<file path="config.mk">
export PLATFORM = sky130hd
export DESIGN_NAME = imgmem_cell_writer
export DESIGN_NICKNAME = d
export VERILOG_FILES = /design/src/rtl/imgmem_cell_writer.sv
export SDC_FILE = /design/constraint.sdc
export NUM_CORES = 1
export LEC_CHECK = 0
export CAP_MARGIN = 20
export CORE_ASPECT_RATIO = 0.5
export CORE_UTILIZATION = 46
export CTS_CLUSTER_DIAMETER = 80
export DETAILED_ROUTE_END_ITERATION = 12
export GPL_TIMING_DRIVEN = 0
export HOLD_SLACK_MARGIN = 0.03
export PLACE_DENSITY = 0.72
export REMOVE_ABC_BUFFERS = 1
export SKIP_LAST_GASP = 1
export SYNTH_ARGS = -nofsm -noshare
export SYNTH_HDL_FRONTEND = slang
export SYNTH_SLANG_ARGS = --single-unit
</file>
<file path="constraint.sdc">
create_clock -name iVGA_CLK -period 3.5 [get_ports iVGA_CLK]
set_input_delay 0.7 -clock iVGA_CLK [delete_from_list [all_inputs] [get_ports iVGA_CLK]]
set_output_delay 0.7 -clock iVGA_CLK [all_outputs]
set_load 0.02 [all_outputs]
</file>
<file path="src/rtl/imgmem_cell_writer.sv">
// imgmem_cell_writer
// ------------------
// Write-side engine for the 640x480, 8-bit palette-index image memory.
// Each accepted command is rasterised into memory writes, one pixel per
// clock. A command either fills one Tetris board cell or clears the whole
// board rectangle. The block runs entirely in the VGA clock domain.
//
// Ports:
//   iVGA_CLK       in   1   sole clock, rising edge
//   iRST_n         in   1   asynchronous active-low reset
//   cmd_valid      in   1   command present
//   cmd_ready      out  1   engine can accept a command (IDLE)
//   cmd_clear      in   1   1 = clear board, 0 = fill one cell
//   cmd_col        in   4   cell column
//   cmd_row        in   5   cell row
//   cmd_index      in   8   palette index to write
//   addr_imgmem_w  out  19  write address, y*640+x
//   data_imgmem_w  out  8   write data
//   wren_imgmem    out  1   write strobe, one pixel per asserted cycle
//   oBUSY          out  1   high while writing and during the DONE cycle
//   oDONE          out  1   one-cycle pulse at command completion
//   oDROP          out  1   one-cycle pulse when an out-of-range cell is discarded
//
// Configuration macro: IMGMEM_WRITER_BORDER_EN
//   Defined: the outline pixels of a cell are written with BORDER_INDEX.
//   Undefined: every pixel uses the command index; BORDER_INDEX is unused.

module imgmem_cell_writer #(
  parameter int         CELL_SIZE    = 20,
  parameter int         ORIGIN_X     = 220,
  parameter int         ORIGIN_Y     = 40,
  parameter int         GRID_COLS    = 10,
  parameter int         GRID_ROWS    = 20,
  parameter logic [7:0] BORDER_INDEX = 8'd0
) (
  input  logic        iVGA_CLK,
  input  logic        iRST_n,
  input  logic        cmd_valid,
  output logic        cmd_ready,
  input  logic        cmd_clear,
  input  logic [3:0]  cmd_col,
  input  logic [4:0]  cmd_row,
  input  logic [7:0]  cmd_index,
  output logic [18:0] addr_imgmem_w,
  output logic [7:0]  data_imgmem_w,
  output logic        wren_imgmem,
  output logic        oBUSY,
  output logic        oDONE,
  output logic        oDROP
);

  localparam int LINE_PIXELS = 640;
  localparam int BOARD_W     = GRID_COLS * CELL_SIZE;
  localparam int BOARD_H     = GRID_ROWS * CELL_SIZE;

  localparam logic [9:0]  CELL_LAST    = 10'(CELL_SIZE - 1);
  localparam logic [9:0]  BOARD_LAST_X = 10'(BOARD_W - 1);
  localparam logic [9:0]  BOARD_LAST_Y = 10'(BOARD_H - 1);

  // Address jump from the last pixel of one line to the first of the next.
  localparam logic [18:0] CELL_STEP  = 19'(LINE_PIXELS - CELL_SIZE + 1);
  localparam logic [18:0] CLEAR_STEP = 19'(LINE_PIXELS - BOARD_W + 1);
  localparam logic [18:0] CLEAR_BASE = 19'(ORIGIN_Y * LINE_PIXELS + ORIGIN_X);

  typedef enum logic [1:0] {IDLE, WRITE, DONE} state_t;

  state_t state, next_state;

  logic [9:0]  px, py;
  logic        clear_q;
  logic [7:0]  index_q;

  logic [9:0]  px_d, py_d;
  logic        clear_d;
  logic [7:0]  index_d;
  logic [18:0] addr_d;
  logic [7:0]  data_d;
  logic        wren_d, ready_d, busy_d, done_d, drop_d;

  logic        accept, cell_bad, line_end, last_pixel;
  logic [9:0]  last_x, last_y;
  logic [18:0] cell_base;

  // Command decode and raster bookkeeping shared by the FSM and datapath.
  // The cell base address uses constant multiplies evaluated only at
  // accept; the per-pixel path is pure increment.
  assign accept     = (state == IDLE) && cmd_ready && cmd_valid;
  assign cell_bad   = !cmd_clear &&
                      ((int'(cmd_col) >= GRID_COLS) || (int'(cmd_row) >= GRID_ROWS));
  assign cell_base  = 19'((ORIGIN_Y + int'(cmd_row) * CELL_SIZE) * LINE_PIXELS
                          + ORIGIN_X + int'(cmd_col) * CELL_SIZE);
  assign last_x     = clear_q ? BOARD_LAST_X : CELL_LAST;
  assign last_y     = clear_q ? BOARD_LAST_Y : CELL_LAST;
  assign line_end   = (px == last_x);
  assign last_pixel = line_end && (py == last_y);

`ifndef IMGMEM_WRITER_BORDER_EN
  logic [7:0] border_unused;
  assign border_unused = BORDER_INDEX;
`endif

  // State register.
  always_ff @(posedge iVGA_CLK or negedge iRST_n) begin
    if (!iRST_n) begin
      state <= IDLE;
    end else begin
      state <= next_state;
    end
  end

  // Next-state logic. A dropped command never leaves IDLE.
  always_comb begin
    next_state = state;
    unique case (state)
      IDLE:    if (accept && !cell_bad) next_state = WRITE;
      WRITE:   if (last_pixel)          next_state = DONE;
      DONE:    next_state = IDLE;
      default: next_state = IDLE;
    endcase
  end

  // Output logic: computes the values every output register takes at the
  // next edge, so each output is a flop. Data for a pixel is chosen from
  // the counters that pixel will carry, which keeps border selection in
  // step with the address.
  always_comb begin
    px_d    = px;
    py_d    = py;
    clear_d = clear_q;
    index_d = index_q;
    addr_d  = addr_imgmem_w;
    data_d  = data_imgmem_w;
    wren_d  = 1'b0;
    drop_d  = 1'b0;
    ready_d = (next_state == IDLE);
    busy_d  = (next_state != IDLE);
    done_d  = (next_state == DONE);

    unique case (state)
      IDLE: begin
        if (accept) begin
          if (cell_bad) begin
            drop_d = 1'b1;
          end else begin
            clear_d = cmd_clear;
            index_d = cmd_index;
            px_d    = 10'd0;
            py_d    = 10'd0;
            addr_d  = cmd_clear ? CLEAR_BASE : cell_base;
            wren_d  = 1'b1;
          end
        end
      end
      WRITE: begin
        if (!last_pixel) begin
          wren_d = 1'b1;
          if (line_end) begin
            px_d   = 10'd0;
            py_d   = py + 10'd1;
            addr_d = addr_imgmem_w + (clear_q ? CLEAR_STEP : CELL_STEP);
          end else begin
            px_d   = px + 10'd1;
            addr_d = addr_imgmem_w + 19'd1;
          end
        end
      end
      default: ;
    endcase

    if (wren_d) begin
`ifdef IMGMEM_WRITER_BORDER_EN
      if (!clear_d && ((px_d == 10'd0) || (px_d == CELL_LAST) ||
                       (py_d == 10'd0) || (py_d == CELL_LAST))) begin
        data_d = BORDER_INDEX;
      end else begin
        data_d = index_d;
      end
`else
      data_d = index_d;
`endif
    end
  end

  // Output and datapath registers. Reset abandons any command at once:
  // the strobe drops asynchronously and nothing resumes afterwards.
  always_ff @(posedge iVGA_CLK or negedge iRST_n) begin
    if (!iRST_n) begin
      px            <= 10'd0;
      py            <= 10'd0;
      clear_q       <= 1'b0;
      index_q       <= 8'd0;
      addr_imgmem_w <= 19'd0;
      data_imgmem_w <= 8'd0;
      wren_imgmem   <= 1'b0;
      cmd_ready     <= 1'b0;
      oBUSY         <= 1'b0;
      oDONE         <= 1'b0;
      oDROP         <= 1'b0;
    end else begin
      px            <= px_d;
      py            <= py_d;
      clear_q       <= clear_d;
      index_q       <= index_d;
      addr_imgmem_w <= addr_d;
      data_imgmem_w <= data_d;
      wren_imgmem   <= wren_d;
      cmd_ready     <= ready_d;
      oBUSY         <= busy_d;
      oDONE         <= done_d;
      oDROP         <= drop_d;
    end
  end

endmodule

</file>
# [Yosys cells after proc, flatten, opt, wreduce, memory -nomap -nowiden]
# Index checks and enable logic that the tools add are counted.
[word_totals] out_inout_bits=32 in_bits=21 ff_bits=63
[classes] n_lt_le_gt_ge=2 add_sub_neg=7 multipliers=3 mux=30 n_reduce_logical=15 bitwise=1 n_eq_ne=8
[ops] op="19-bit 2-to-1 mux" n=5
[ops] op="10-bit 2-to-1 mux" n=7
[ops] op="10-bit case mux with 2 select lines" n=2
[ops] op="19-bit case mux with 2 select lines" n=1
[ops] op="8-bit 2-to-1 mux" n=4
[ops] op="10-bit by 1-bit adder with 10-bit output, second input constant" n=2
[ops] op="19-bit by 1-bit adder with 19-bit output, second input constant" n=1
[ops] op="19-bit by 10-bit adder with 19-bit output" n=1
[ops] op="19-bit by 8-bit adder with 19-bit output, second input constant" n=1
[ops] op="19-bit by 9-bit adder with 19-bit output" n=1
[ops] op="11-bit by 3-bit multiplier with 12-bit output, second input constant" n=1
[ops] op="6-bit by 10-bit adder with 11-bit output, first input constant" n=1
[ops] op="10-bit by 8-bit equality test with 1-bit output" n=1
[ops] op="10-bit by 9-bit equality test with 1-bit output" n=1
[ops] op="9-bit 2-to-1 mux" n=1
[ops] op="5-bit by 3-bit multiplier with 8-bit output, second input constant" n=1
[ops] op="2-bit inequality test, second input constant" n=4
[ops] op="4-bit by 3-bit multiplier with 7-bit output, second input constant" n=1
[ops] op="1-bit 2-to-1 mux" n=6
[ops] op="5-bit greater-or-equal comparator, second input constant" n=1
[ops] op="1-bit logical AND" n=5
[ops] op="5-bit AND reduction" n=1
[ops] op="4-bit greater-or-equal comparator, second input constant" n=1
[ops] op="2-bit zero test" n=2
[ops] op="other kinds (11)" n=14

# [Depth between registers and ports, before layout]
# Gate-level depths: netlist (run 1).
[logic_depth] depth_word=9 mapped_depth=17 depth_no_buf=17

# [Worst setup path before layout (run 1)]
# OpenSTA, ideal clock, no wires.
[synth_path] path_type="in2reg" start="input cmd_row[1]" end="register addr_imgmem_w[18]" t_required_ps=3376 stages=17 arrival_time_ps=4132 slack_ps=-756 setup_ps=124 path_buffers=0 path_cell_list="ha_1 > ha_1 > inv_1 > fa_1 > xor2_1 > nor3_1 > xor2_1 > xnor2_1 > ha_1 > ha_1 > o21ai_0 > nor2_1 > or4_1 > a21o_1 > a21oi_1 > xnor2_1 > a211o_1"
[synth_between] elab_chain_len=9
[synth_rtl] item="from (decl)" line="42" text="input logic [4:0] cmd_row,"
[synth_rtl] item="5-bit by 3-bit multiplier with 8-bit output" line="90" text="assign cell_base = 19'((ORIGIN_Y + int'(cmd_row) * CELL_SIZE) * LINE_PIXELS"
[synth_rtl] item="6-bit by 10-bit adder with 11-bit output" line="90"
[synth_rtl] item="11-bit by 3-bit multiplier with 12-bit output" line="90"
[synth_rtl] item="19-bit by 8-bit adder with 19-bit output" line="91" text="+ ORIGIN_X + int'(cmd_col) * CELL_SIZE);"
[synth_rtl] item="19-bit by 9-bit adder with 19-bit output" line="91"
[synth_rtl] item="19-bit 2-to-1 mux" line="149" text="addr_d = cmd_clear ? CLEAR_BASE : cell_base;"
[synth_rtl] item="19-bit 2-to-1 mux" line="142" text="if (cell_bad) begin"
[synth_rtl] item="19-bit 2-to-1 mux" line="141" text="if (accept) begin"
[synth_rtl] item="19-bit case mux with 2 select lines" line="139" text="unique case (state)"
[synth_rtl] item="to (signal assigned)" line="204" text="addr_imgmem_w <= addr_d;"
[synth_rtl] item="to (decl)" line="44" text="output logic [18:0] addr_imgmem_w,"
# Several ways; a longest one is shown, not always the timed one. The select of a mux whose other input is x is not followed.
# A chain may end at the register's enable or synchronous reset.

# [Worst setup path after layout (run 1)]
[layout_path] start="input cmd_row[3]" end="register addr_imgmem_w[18]"
# The elaborated chain is that of the path after synthesis.

==> summary.txt, run 1 <==
Power and ir drop
  – Clk network pwr share: about a third
  – P_int: ~1.9 mW
  – Leak: 2.62 nW
  – Peak supply drop: approximately 0.31 mV
  – Sequential share of power: ~28%
  – Switching share of power: between 30 and 40%
  – Logic pwr share: between 30% and 40%
  – Power Dens Cells: around 490 mW/mm²
  – NetSw: slightly above 900 µW

Run status
  – Status: complete, but fails checks
  – Violated checks: negative setup slack

Synth
  – Synth top area share: 34.7%
  – Ranking of synthesized cells by area: dfrtp_1, ha_1, nand2_1, xnor2_1, nor2_1
  – EDFF count, synth: 0
  – Primary FF master, synth: dfrtp_1
  – Syn. warnings: 0
  – Yosys cell types: 66
  – Synth Register Bits: 63
  – Asr flop ratio synth: between 90% and 100%
  – Area leader, netlist: dfrtp_1
  – Mapped Area: about 0.0045 mm²
  – Sequential share of the synthesized area: 34.7%
  – Syn Inst Count: 493
  – Mean post-synth cell area: between 9 and 10 µm²

Timing
  – Worst hold margin: between 0.4 and 0.5 ns
  – Final hold vios: 0
  – Max Slew Vio Count: 0
  – Final period util: 114%
  – Tmin final: between 3 and 4 ns
  – F_max: approximately 250 MHz
  – Slew margin rel.: a little under half
  – Sum Neg Setup Slack: -1.20 ns
  – Finish-stage setup viols: 4
  – Unrepaired setup endpoints after global routing: yes
  – Final WS setup: -0.479 ns
  – Worst-Margin Slew: around 0.81 ns
  – Clk_skew: between 0.005 and 0.006 ns

Placed design
  – Area after DPL: ~0.0052 mm²
  – DP Worst Slack: -1.76 ns
  – Routability cong.: 0.852
  – Dpl hpwl: 7230 µm
  – Input/output buffers: 52

Setup path
  – Crit path arrival time: 4.19 ns
  – Crit path top cell by count: ha_4
  – Largest stage delay on the critical path: around 0.51 ns
  – CP startpoint: cmd_row[3]
  – Setup CP Type: in2reg
  – R2R Setup Slk: 0.10 ns
  – Crit-path cells: buf_8 -> ha_4 -> ha_4 -> inv_2 -> fa_2 -> nor3_2 -> xor2_1 -> xnor2_1 -> ha_1 -> ha_4 -> o21ai_2 -> nor2_2 -> or4_4 -> a21o_1 -> a21oi_2 -> xnor2_1 -> a211o_1
  – Critical path startpoint category: primary input
  – Reg2reg start: px[0]$_DFFE_PN0P_
  – Slowest-stage cell, CP: or4_4
  – Critical path endpoint category: register
  – Critical Path End: addr_imgmem_w[18]$_DFFE_PN0P_
  – Worst reg2reg path depth: 14
  – Max FO, Critical Path: 3
  – Reg2reg end: addr_imgmem_w[17]$_DFFE_PN0P_
  – Worst Path Required: 3.72 ns

CTS
  – CTS H-tree lvls: 3
  – CTS clock-pin slew for the worst setup and hold paths: 0.06 ns
  – # hold bufs at CTS: 0
  – Sink Count: 63
  – CTS Root Cell: clkbuf_16
  – Clk Latency, worst-skew pair: roughly 0.33 ns
  – CTS buffer count: 9
  – Longest Clk Path Bufs: 2
  – CTS tree: yes

Global route
  – Vias in the first global route: 3712
  – First-pass GRT wire length: between 15000 and 20000 µm
  – Total Routing Usage GR: 21.8%
  – Largest net degree at the start of global routing: 64
  – Total grt overflow: 0
  – Initial antenna violation count: 0

Detailed routing
  – Vias per cell: about 5.6
  – Vias post-DR: between 3000 and 4000
  – Post-DR wirelength/cell: about 16 µm
  – Wirelength, routed: 10800 µm
  – DRC viols: 0
  – Routed Antenna Nets: 0
  – First drt pass iteration count: 5
  – Detailed Route Iter0 Violations: about 190

Floorplan
  – Die area: ~0.01 mm²
  – I/O pins: 53
  – # rows: 25
  – Chip width: approximately 140 µm
  – Die Span Y: 72.2 µm
  – Starting density of the core: 47.7%
  – Core area: 0.00951 mm²

Finish
  – Area Growth Syn to Fin: 28.7%
  – Share of cells above drive strength 1: between 10% and 20%
  – N_diodes: 0
  – Nets@finish: just over 600
  – Commonest non-fill, non-tap cell in the layout: dfrtp_1
  – Post-route cell area: between 0.005 and 0.006 mm²
  – Leading cell types in the layout, fill and taps excluded: dfrtp_1, nand2_1, clkdlybuf4s50_1

Hold path
  – Min-delay worst type: in2async

Run
  – Max Cap Viol: 0
## worst min path at each step
| stage | startpoint | end | slack, ns | depth (start not counted) |
|---|---|---|---|---|
| final | iRST_n | data_imgmem_w[3]$_DFFE_PN0P_ | 0.46 | 1 |
| after global routing | index_q[0]$_DFF_PN0_ | index_q[0]$_DFF_PN0_ | 0.49 | 2 |
| after CTS | index_q[0]$_DFF_PN0_ | index_q[0]$_DFF_PN0_ | 0.48 | 2 |
| after detailed placement | index_q[0]$_DFF_PN0_ | index_q[0]$_DFF_PN0_ | 0.46 | 2 |
| after global placement | index_q[0]$_DFF_PN0_ | index_q[0]$_DFF_PN0_ | 0.46 | 2 |
| after floorplan | iRST_n | addr_imgmem_w[0]$_DFFE_PN0P_ | 0.40 | 0 |
## per-layer routing
layer  GRT usage [%]  up-vias  part of all wire (%)
met5               0        -                     0
met1            28.8     1892                    46
met2            37.9       68                    49
li1                -     1881                     -
met4            4.42        0                  0.97
met3            4.16       11                   3.5
## what timing repair did
action | in CTS | in global routing
pin swaps | 22 | 18
resized for setup | 58 | 29
setup endpoints to repair | 24 | 24
hold endpoints to repair | 0 | 0
buffers inserted | 8 | 6
## critical path, delay by kind of cell
kind	cells	cell delay [ns]
buf+inv	2	0.15
compound gates	4	0.67
fa+ha+maj	5	1.39
xor+xnor	3	0.50
simple gates	3	0.79
## cell usage after synthesis (3+ instances only)
library cell	instances
dfrtp_1	63
nand2_1	55
ha_1	41
nor2_1	41
o21ai_0	30
xnor2_1	22
inv_1	21
a21oi_1	20
xor2_1	17
a21o_1	14
nor3_1	14
nand3_1	11
clkbuf_1	9
mux2_4	8
o21a_1	7
a211oi_1	6
and3_1	6
nand4_1	5
nor2b_1	5
nor4_1	5
nor4b_1	5
a21boi_0	4
a221oi_1	4
buf_2	4
fa_1	4
mux2i_1	4
nand2b_1	4
nand3b_1	4
nor3b_1	4
a211o_1	3
a22o_1	3
and2_1	3
o311ai_0	3
or3_1	3
## state kept, by name, summed over array words and instances (netlist names)
name	count
oBUSY	1
py	10
clear_q	1
cmd_ready	1
wren_imgmem	1
oDONE	1
state	2
index_q	8
addr_imgmem_w	19
data_imgmem_w	8
oDROP	1
px	10
## through the flow
step	utilization (%)	power [mW]	cells
after floorplan	-	1.42	476
after global placement	54.1	1.63	663
after detailed placement	54.3	1.64	665
after CTS	59.8	2.75	688
after global routing	61.4	2.99	692
final	61.4	2.84	692
## kinds of logic after synthesis
group	synth area share (%)
flops	34.7
xor+xnor	8.05
fa+ha+maj	13.1
buf+inv	3.67
other cells	0.0827
compound gates	17.0
simple gates	19.8
mux	3.53
## power by group through the flow
stage               Combinational (mW)  Clock [mW]  Sequential [mW]
floorplan                        0.597           0            0.824
global placement                 0.831           0            0.799
detailed placement               0.843           0            0.800
CTS                              0.986       0.976            0.787
global route                      1.20        1.00            0.792
finish                            1.08       0.966            0.789
## layout make-up
| cell class | count | area, µm² |
|---|---|---|
| clock buffers | 9 | 225 |
| clock inverters | 7 | 97.6 |
| fillers | 804 | 3670 |
| inverters | 22 | 85.1 |
| multi-input cells | 391 | 3050 |
| flip-flops and latches | 63 | 1580 |
| well taps | 135 | 169 |
| repair buffers | 65 | 639 |
Power figures use the tool's default switching activity.
==> run 2: changes to the inputs <==
--- a/config.mk
+++ b/config.mk
@@ -7,6 +7,7 @@
 export LEC_CHECK = 0
 export CAP_MARGIN = 20
 export CORE_ASPECT_RATIO = 0.5
+export CORE_MARGIN = 4
 export CORE_UTILIZATION = 46
 export CTS_CLUSTER_DIAMETER = 80
 export DETAILED_ROUTE_END_ITERATION = 12
@@ -14,7 +15,6 @@
 export HOLD_SLACK_MARGIN = 0.03
 export PLACE_DENSITY = 0.72
 export REMOVE_ABC_BUFFERS = 1
-export SKIP_LAST_GASP = 1
 export SYNTH_ARGS = -nofsm -noshare
 export SYNTH_HDL_FRONTEND = slang
 export SYNTH_SLANG_ARGS = --single-unit
==> run 2 against run 1 <==
Power decreased by 1.3%. Largest power group unchanged. The flow still finishes with violations (negative setup slack). Combinational power increased by 5%. Maximum frequency increased by 1.6%. Critical endpoint unchanged. Clock power decreased by 8.4%. Via count decreased by 0.57%. Largest cell class unchanged. Sequential share of layout area increased by 0.058 points. Clock skew decreased by 0.0014 ns.
==> summary.txt, run 2 (synthesized netlist as in run 1, its figures left out) <==
Detailed routing
  – Vias post-DR: 3830 (was 3852)
  – Top sig layer: met4 (unchanged)
  – Vias per cell: 5.52 (was 5.57)
  – DR WL met3: 466 µm (was 372 µm)
  – Met2 WL: 5180 µm (was 5300 µm)
  – First drt pass iteration count: 5 (unchanged)
  – Routed Antenna Nets: 0 (unchanged)
  – Wirelength, routed: 10600 µm (was 10800 µm)
  – Met1 wire length: 4820 µm (was 5000 µm)
  – DRC viols: 0 (unchanged)
  – Detailed Route Iter0 Violations: 245 (was 191)
  – Post-DR wirelength/cell: 15.3 µm (was 15.6 µm)

Timing
  – Final WS setup: -0.419 ns (was -0.479 ns)
  – Clk_skew: 0.00459 ns (was 0.00594 ns)
  – Final period util: 112% (was 114%)
  – Unrepaired setup endpoints after global routing: yes (unchanged)
  – Worst-Margin Slew: 0.811 ns (was 0.810 ns)
  – Finish-stage setup viols: 3 (was 4)
  – Slew margin rel.: 45.9% (was 46.0%)
  – Final hold vios: 0 (unchanged)
  – F_max: 255 MHz (was 251 MHz)
  – Tmin final: 3.92 ns (was 3.98 ns)
  – Worst hold margin: 0.462 ns (was 0.463 ns)
  – Max Slew Vio Count: 0 (unchanged)

Setup path
  – Critical path startpoint category: primary input (unchanged)
  – Slowest-stage cell, CP: fa_2 (was or4_4)
  – Crit path buf inv count: 2 (unchanged)
  – R2R Setup Slk: 0.15 ns (was 0.10 ns)
  – Critical path endpoint category: register (unchanged)
  – Crit-path cells: buf_2 -> ha_4 -> inv_1 -> fa_2 -> o21bai_1 -> xor2_1 -> ha_1 -> ha_4 -> a211oi_2 -> nor2_2 -> or4_1 -> a21o_1 -> a21oi_2 -> xnor2_1 -> a211o_1 (was buf_8 -> ha_4 -> ha_4 -> inv_2 -> fa_2 -> nor3_2 -> xor2_1 -> xnor2_1 -> ha_1 -> ha_4 -> o21ai_2 -> nor2_2 -> or4_4 -> a21o_1 -> a21oi_2 -> xnor2_1 -> a211o_1)
  – Crit path arrival time: 4.13 ns (was 4.19 ns)
  – Worst Path Required: 3.71 ns (was 3.72 ns)
  – Crit path top cell by count: ha_4 (unchanged)
  – Setup CP Type: in2reg (unchanged)
  – Largest stage delay on the critical path: 0.63 ns (was 0.51 ns)
  – Max FO, Critical Path: 6 (was 3)
  – Critical path's top delay family: adder cells (unchanged)

Finish
  – Non-Filler Instances: 694 (was 692)
  – Fillers: 805 (was 804)
  – Max reg flops: 19 (unchanged)
  – Nets@finish: 620 (was 618)
  – N_diodes: 0 (unchanged)
  – Biggest register: addr_imgmem_w (unchanged)
  – Leading cell types in the layout, fill and taps excluded: dfrtp_1, nand2_1, clkdlybuf4s50_1 (unchanged)
  – Commonest non-fill, non-tap cell in the layout: dfrtp_1 (unchanged)
  – Share of cells above drive strength 1: 15.7% (was 15.8%)
  – Area Growth Syn to Fin: 28.4% (was 28.7%)
  – Largest regs: addr_imgmem_w (19), px (10), py (10) (unchanged)

Placed design
  – DP Worst Slack: -1.76 ns (about the same)
  – Dpl hpwl: 7290 µm (was 7230 µm)
  – Input/output buffers: 52 (unchanged)
  – Placed insts: 665 (unchanged)
  – Routability cong.: 0.912 (was 0.852)

Floorplan
  – Die area: 0.0116 mm² (was 0.0103 mm²)
  – I/O pins: 53 (unchanged)
  – Core area: 0.00954 mm² (was 0.00951 mm²)
  – Chip width: 148 µm (was 142 µm)
  – Die Span Y: 78.2 µm (was 72.2 µm)
  – # rows: 25 (unchanged)
  – Starting density of the core: 47.6% (was 47.7%)

Run
  – Max Cap Viol: 0 (unchanged)

Power and ir drop
  – P_int: 1.87 mW (was 1.90 mW)
  – Clk network pwr share: 31.6% (was 34.0%)
  – Switching share of power: 33.2% (was 32.9%)
  – NetSw: 930 µW (was 934 µW)
  – Design Power: 2.80 mW (was 2.84 mW)
  – Peak supply drop: 0.310 mV (was 0.312 mV)
  – Power Dens Cells: 481 mW/mm² (was 486 mW/mm²)
  – Leak: 2.59 nW (was 2.62 nW)
  – Logic pwr share: 40.3% (was 38.2%)
  – Sequential share of power: 28.1% (was 27.8%)

CTS
  – Sink Count: 63 (unchanged)
  – CTS buffer count: 9 (unchanged)
  – CTS clock-pin slew for the worst setup and hold paths: 0.05 ns (was 0.06 ns)
  – Longest Clk Path Bufs: 2 (unchanged)
  – CTS Root Cell: clkbuf_16 (unchanged)
  – Clk Latency, worst-skew pair: 0.33 ns (about the same)
  – CTS tree: yes (unchanged)
  – CTS H-tree lvls: 3 (unchanged)

Global route
  – Total Routing Usage GR: 18.6% (was 21.8%)
  – First-pass GRT wire length: 17800 µm (was 17700 µm)
  – Total grt overflow: 0 (unchanged)
  – Initial antenna violation count: 0 (unchanged)
  – Largest net degree at the start of global routing: 64 (unchanged)
  – Vias in the first global route: 3728 (was 3712)

Run status
  – Violated checks: negative setup slack (unchanged)
  – Status: complete, but fails checks (unchanged)

Hold path
  – Min-delay worst type: in2async (unchanged)
## run 2: power by group through the flow
stage / Combinational, mW / Sequential [mW] / Clock, mW
floorplan: 0.597 / 0.824 / 0
global placement: 0.830 / 0.800 / 0
detailed placement: 0.846 / 0.798 / 0
CTS: 0.967 / 0.786 / 0.896
global route: 1.25 / 0.791 / 0.934
finish: 1.13 / 0.786 / 0.885
## run 2: per-stage QoR
| stage | util [%] | TNS (ns) | area (µm²) |
|---|---|---|---|
| after floorplan | - | -2.16 | 4450 |
| after global placement | 53.9 | -69.01 | 5140 |
| after detailed placement | 54.1 | -18.76 | 5160 |
| after CTS | 59.2 | -1.11 | 5650 |
| after global routing | 61.1 | -1.59 | 5830 |
| final | 61.1 | -1.08 | 5830 |
## run 2: layout make-up
cell class | count | area [µm²] | area share (%)
Clock buffer | 9 | 225 | 3.87
Multi-Input combinational cell | 391 | 3040 | 52.2
Clock inverter | 7 | 73.8 | 1.27
Timing Repair Buffer | 67 | 652 | 11.2
Inverter | 22 | 87.6 | 1.50
Sequential cell | 63 | 1580 | 27.1
Tap cell | 135 | 169 | 2.90
## run 2: worst paths after layout
path / startpoint / endpoint / cells after the start
hold reg to reg: index_q[5]$_DFF_PN0_ / index_q[5]$_DFF_PN0_ / 2
hold / removal: iRST_n / addr_imgmem_w[6]$_DFFE_PN0P_ / 1
max in group asynchronous: iRST_n / py[7]$_DFFE_PN0P_ / 1
min in group iVGA_CLK: index_q[5]$_DFF_PN0_ / index_q[5]$_DFF_PN0_ / 2
setup reg to reg: px[1]$_DFFE_PN0P_ / addr_imgmem_w[13]$_DFFE_PN0P_ / 13
setup / recovery: cmd_row[4] / addr_imgmem_w[18]$_DFFE_PN0P_ / 15
## run 2: what timing repair did
item / 4_1_cts / 5_1_grt
endpoints found under the setup margin: 24 / 12
hold buffers: 0 / 0
pin swaps: 21 / 16
setup buffers: 7 / 8
gates resized for setup: 57 / 28
## run 2: routing by layer
| metal | GRT usage, % | vias to the layer above |
|---|---|---|
| met2 | 31.7 | 86 |
| li1 | - | 1898 |
| met4 | 4.88 | 0 |
| met1 | 24.5 | 1832 |
| met3 | 3.75 | 14 |
| met5 | 0 | - |
==> run 3: changes to the inputs <==
--- a/config.mk
+++ b/config.mk
@@ -11,10 +11,10 @@
 export CORE_UTILIZATION = 46
 export CTS_CLUSTER_DIAMETER = 80
 export DETAILED_ROUTE_END_ITERATION = 12
-export GPL_TIMING_DRIVEN = 0
 export HOLD_SLACK_MARGIN = 0.03
 export PLACE_DENSITY = 0.72
 export REMOVE_ABC_BUFFERS = 1
+export SLEW_MARGIN = 20
 export SYNTH_ARGS = -nofsm -noshare
 export SYNTH_HDL_FRONTEND = slang
 export SYNTH_SLANG_ARGS = --single-unit
==> run 3 against run 2 <==
The run still ends with negative setup slack left. Sequential cell count stayed put. Largest cell class unchanged. Design area is 6.4% higher. Maximum frequency is 2.4% lower. Clock power is 11% higher. Critical path type unchanged. Critical path depth is 3 higher. Cell count is 8.1% higher. Setup slack worse by 0.097 ns. Register-to-register slack hardly changed. First-iteration DRC count is 14% lower. Sequential share of layout area is 1.6 points lower.
==> summary.txt, run 3 (synthesized netlist as in run 1, its figures left out) <==
Finish
  – Biggest register: addr_imgmem_w (unchanged)
  – Share of cells above drive strength 1: 22.6% (was 15.7%)
  – Area occupied by multi-input gates: 0.00299 mm² (was 0.00304 mm²)
  – N_diodes: 0 (unchanged)
  – Sequential cell area: 0.00158 mm² (unchanged)
  – Non-Filler Instances: 750 (was 694)
  – Largest regs: addr_imgmem_w (19), px (10), py (10) (unchanged)
  – Post-route cell area: 0.00620 mm² (was 0.00583 mm²)
  – Leading cell types in the layout, fill and taps excluded: buf_4, dfrtp_1, nand2_1 (was dfrtp_1, nand2_1, clkdlybuf4s50_1)
  – Fillers: 773 (was 805)
  – Max reg flops: 19 (unchanged)
  – Final Util: 65.0% (was 61.1%)
  – Commonest non-fill, non-tap cell in the layout: buf_4 (was dfrtp_1)
  – Area Growth Syn to Fin: 36.7% (was 28.4%)
  – Nets@finish: 676 (was 620)

Setup path
  – Critical path startpoint category: primary input (unchanged)
  – Largest stage delay on the critical path: 0.50 ns (was 0.63 ns)
  – Reg2reg start: px[0]$_DFFE_PN0P_ (was px[1]$_DFFE_PN0P_)
  – Crit-path cells: buf_6 -> ha_4 -> ha_4 -> inv_2 -> fa_2 -> xor2_2 -> buf_4 -> buf_4 -> xor2_2 -> ha_1 -> ha_4 -> a211oi_1 -> nor2_1 -> or4_1 -> a21o_1 -> a21oi_2 -> xnor2_1 -> a211o_1 (was buf_2 -> ha_4 -> inv_1 -> fa_2 -> o21bai_1 -> xor2_1 -> ha_1 -> ha_4 -> a211oi_2 -> nor2_2 -> or4_1 -> a21o_1 -> a21oi_2 -> xnor2_1 -> a211o_1)
  – Worst Path Required: 3.71 ns (about the same)
  – Setup CP Type: in2reg (unchanged)
  – Reg2reg end: addr_imgmem_w[7]$_DFFE_PN0P_ (was addr_imgmem_w[13]$_DFFE_PN0P_)
  – Critical path endpoint category: register (unchanged)
  – Slowest-stage cell, CP: or4_1 (was fa_2)
  – Critical path's top delay family: adder cells (unchanged)
  – Worst reg2reg path depth: 13 (unchanged)
  – R2R Setup Slk: 0.16 ns (was 0.15 ns)
  – Crit path top cell by count: ha_4 (unchanged)
  – Crit path buf inv count: 4 (was 2)
  – Max FO, Critical Path: 3 (was 6)
  – Crit path arrival time: 4.23 ns (was 4.13 ns)

CTS
  – CTS clock-pin slew for the worst setup and hold paths: 0.06 ns (was 0.05 ns)
  – Clk Latency, worst-skew pair: 0.33 ns (about the same)
  – # hold bufs at CTS: 0 (unchanged)
  – CTS Root Cell: clkbuf_16 (unchanged)
  – Longest Clk Path Bufs: 2 (unchanged)
  – CTS H-tree lvls: 3 (unchanged)
  – CTS tree: yes (unchanged)
  – Sink Count: 63 (unchanged)
  – CTS buffer count: 9 (unchanged)

Power and ir drop
  – NetSw: 957 µW (was 930 µW)
  – Peak supply drop: 0.261 mV (was 0.310 mV)
  – P_int: 2.12 mW (was 1.87 mW)
  – Leak: 2.85 nW (was 2.59 nW)
  – Power Dens Cells: 496 mW/mm² (was 481 mW/mm²)
  – Switching share of power: 31.1% (was 33.2%)
  – Logic pwr share: 42.4% (was 40.3%)
  – Sequential share of power: 25.6% (was 28.1%)
  – Clk network pwr share: 32.0% (was 31.6%)

Floorplan
  – I/O pins: 53 (unchanged)
  – Core area: 0.00954 mm² (unchanged)
  – Starting density of the core: 47.6% (unchanged)
  – Chip width: 148 µm (unchanged)
  – Die area: 0.0116 mm² (unchanged)
  – # rows: 25 (unchanged)
  – Die Span Y: 78.2 µm (unchanged)

Timing
  – Worst hold margin: 0.481 ns (was 0.462 ns)
  – Clk_skew: 0.00642 ns (was 0.00459 ns)
  – Final WS setup: -0.516 ns (was -0.419 ns)
  – Unrepaired setup endpoints after global routing: yes (unchanged)
  – Final period util: 115% (was 112%)
  – Final hold vios: 0 (unchanged)
  – Slew margin rel.: 46.5% (was 45.9%)
  – F_max: 249 MHz (was 255 MHz)
  – Finish-stage setup viols: 4 (was 3)
  – Worst-Margin Slew: 0.803 ns (was 0.811 ns)
  – Tmin final: 4.02 ns (was 3.92 ns)
  – Max Slew Vio Count: 0 (unchanged)

Detailed routing
  – Detailed Route Iter0 Violations: 210 (was 245)
  – DRC viols: 0 (unchanged)
  – Routed Antenna Nets: 0 (unchanged)
  – First drt pass iteration count: 5 (unchanged)
  – Post-DR wirelength/cell: 15.0 µm (was 15.3 µm)
  – Vias per cell: 5.42 (was 5.52)
  – Vias post-DR: 4065 (was 3830)
  – Wirelength, routed: 11300 µm (was 10600 µm)

Placed design
  – Dpl hpwl: 7830 µm (was 7290 µm)
  – Input/output buffers: 52 (unchanged)
  – Area after DPL: 0.00563 mm² (was 0.00516 mm²)
  – Routability cong.: 0.853 (was 0.912)
  – Placed insts: 727 (was 665)

Global route
  – Total grt overflow: 0 (unchanged)
  – Total Routing Usage GR: 19.9% (was 18.6%)
  – First-pass GRT wire length: 19100 µm (was 17800 µm)
  – Vias in the first global route: 4098 (was 3728)
  – Largest net degree at the start of global routing: 64 (unchanged)
  – Initial antenna violation count: 0 (unchanged)

Hold path
  – Hold depth: 2
  – Hold Crit Start: index_q[2]$_DFF_PN0_
  – Min-delay worst type: reg2reg (was in2async)
  – Sink of the worst hold path: index_q[2]$_DFF_PN0_

Run status
  – Violated checks: negative setup slack (unchanged)
  – Status: complete, but fails checks (unchanged)

Run
  – Max Cap Viol: 0 (unchanged)
-- run 3: layout make-up --
cell class | instances | share of cell area (%)
clock buffers | 10 | 3.85
clock inverters | 6 | 1.51
inverters | 22 | 1.33
multi-input cells | 391 | 48.1
flip-flops and latches | 63 | 25.4
well taps | 135 | 2.72
repair buffers | 123 | 17.0
-- run 3: repair_timing --
| action | in CTS | in global routing |
|---|---|---|
| gates resized for setup | 47 | 16 |
| hold endpoints to repair | 0 | 0 |
| pin swaps | 25 | 22 |
| setup endpoints to repair | 6 | 9 |
| buffers inserted | 3 | 4 |
-- run 3: metal layers --
| layer | track usage (%) | vias up | routed length, µm |
|---|---|---|---|
| li1 | - | 2003 | - |
| met1 | 24.9 | 1962 | 5150 |
| met2 | 36.2 | 81 | 5610 |
| met3 | 2.77 | 19 | 327 |
| met4 | 5.81 | 0 | 166 |
| met5 | 0 | - | 0 |
-- run 3: power groups by stage --
stage               registers, mW  clock network (mW)  logic, mW
finish                      0.787               0.984       1.31
CTS                         0.787               0.998       1.26
floorplan                   0.824                   0      0.597
global placement            0.799                   0       1.07
global route                0.792                1.03       1.44
detailed placement          0.800                   0       1.09
-- run 3: stage by stage --
stage	setup WS [ns]	setup TNS, ns	total power [mW]
floorplan	-0.756	-2.16	1.42
global placement	-1.28	-6.27	1.87
detailed placement	-1.44	-7.04	1.89
CTS	-0.542	-1.56	3.05
global route	-0.675	-2.21	3.27
finish	-0.516	-1.59	3.08
-- run 3: how the worst max path moves through the flow --
stage                     cells after the start                             to       start  slack, ns
after global placement                       18  addr_imgmem_w[18]$_DFFE_PN0P_  cmd_row[1]      -1.28
after CTS                                    19  addr_imgmem_w[18]$_DFFE_PN0P_  cmd_row[1]      -0.54
after detailed placement                     18  addr_imgmem_w[18]$_DFFE_PN0P_  cmd_row[1]      -1.44
final                                        18  addr_imgmem_w[18]$_DFFE_PN0P_  cmd_row[3]      -0.52
after floorplan                              17  addr_imgmem_w[18]$_DFFE_PN0P_  cmd_row[1]      -0.76
after global routing                         20  addr_imgmem_w[18]$_DFFE_PN0P_  cmd_row[3]      -0.68
-- run 3: tightest hold or removal path, stage by stage (launching register included) --
cell,delay [ns]
dfrtp_1,0.32
nand2_1,0.04
nand2_1,0.08
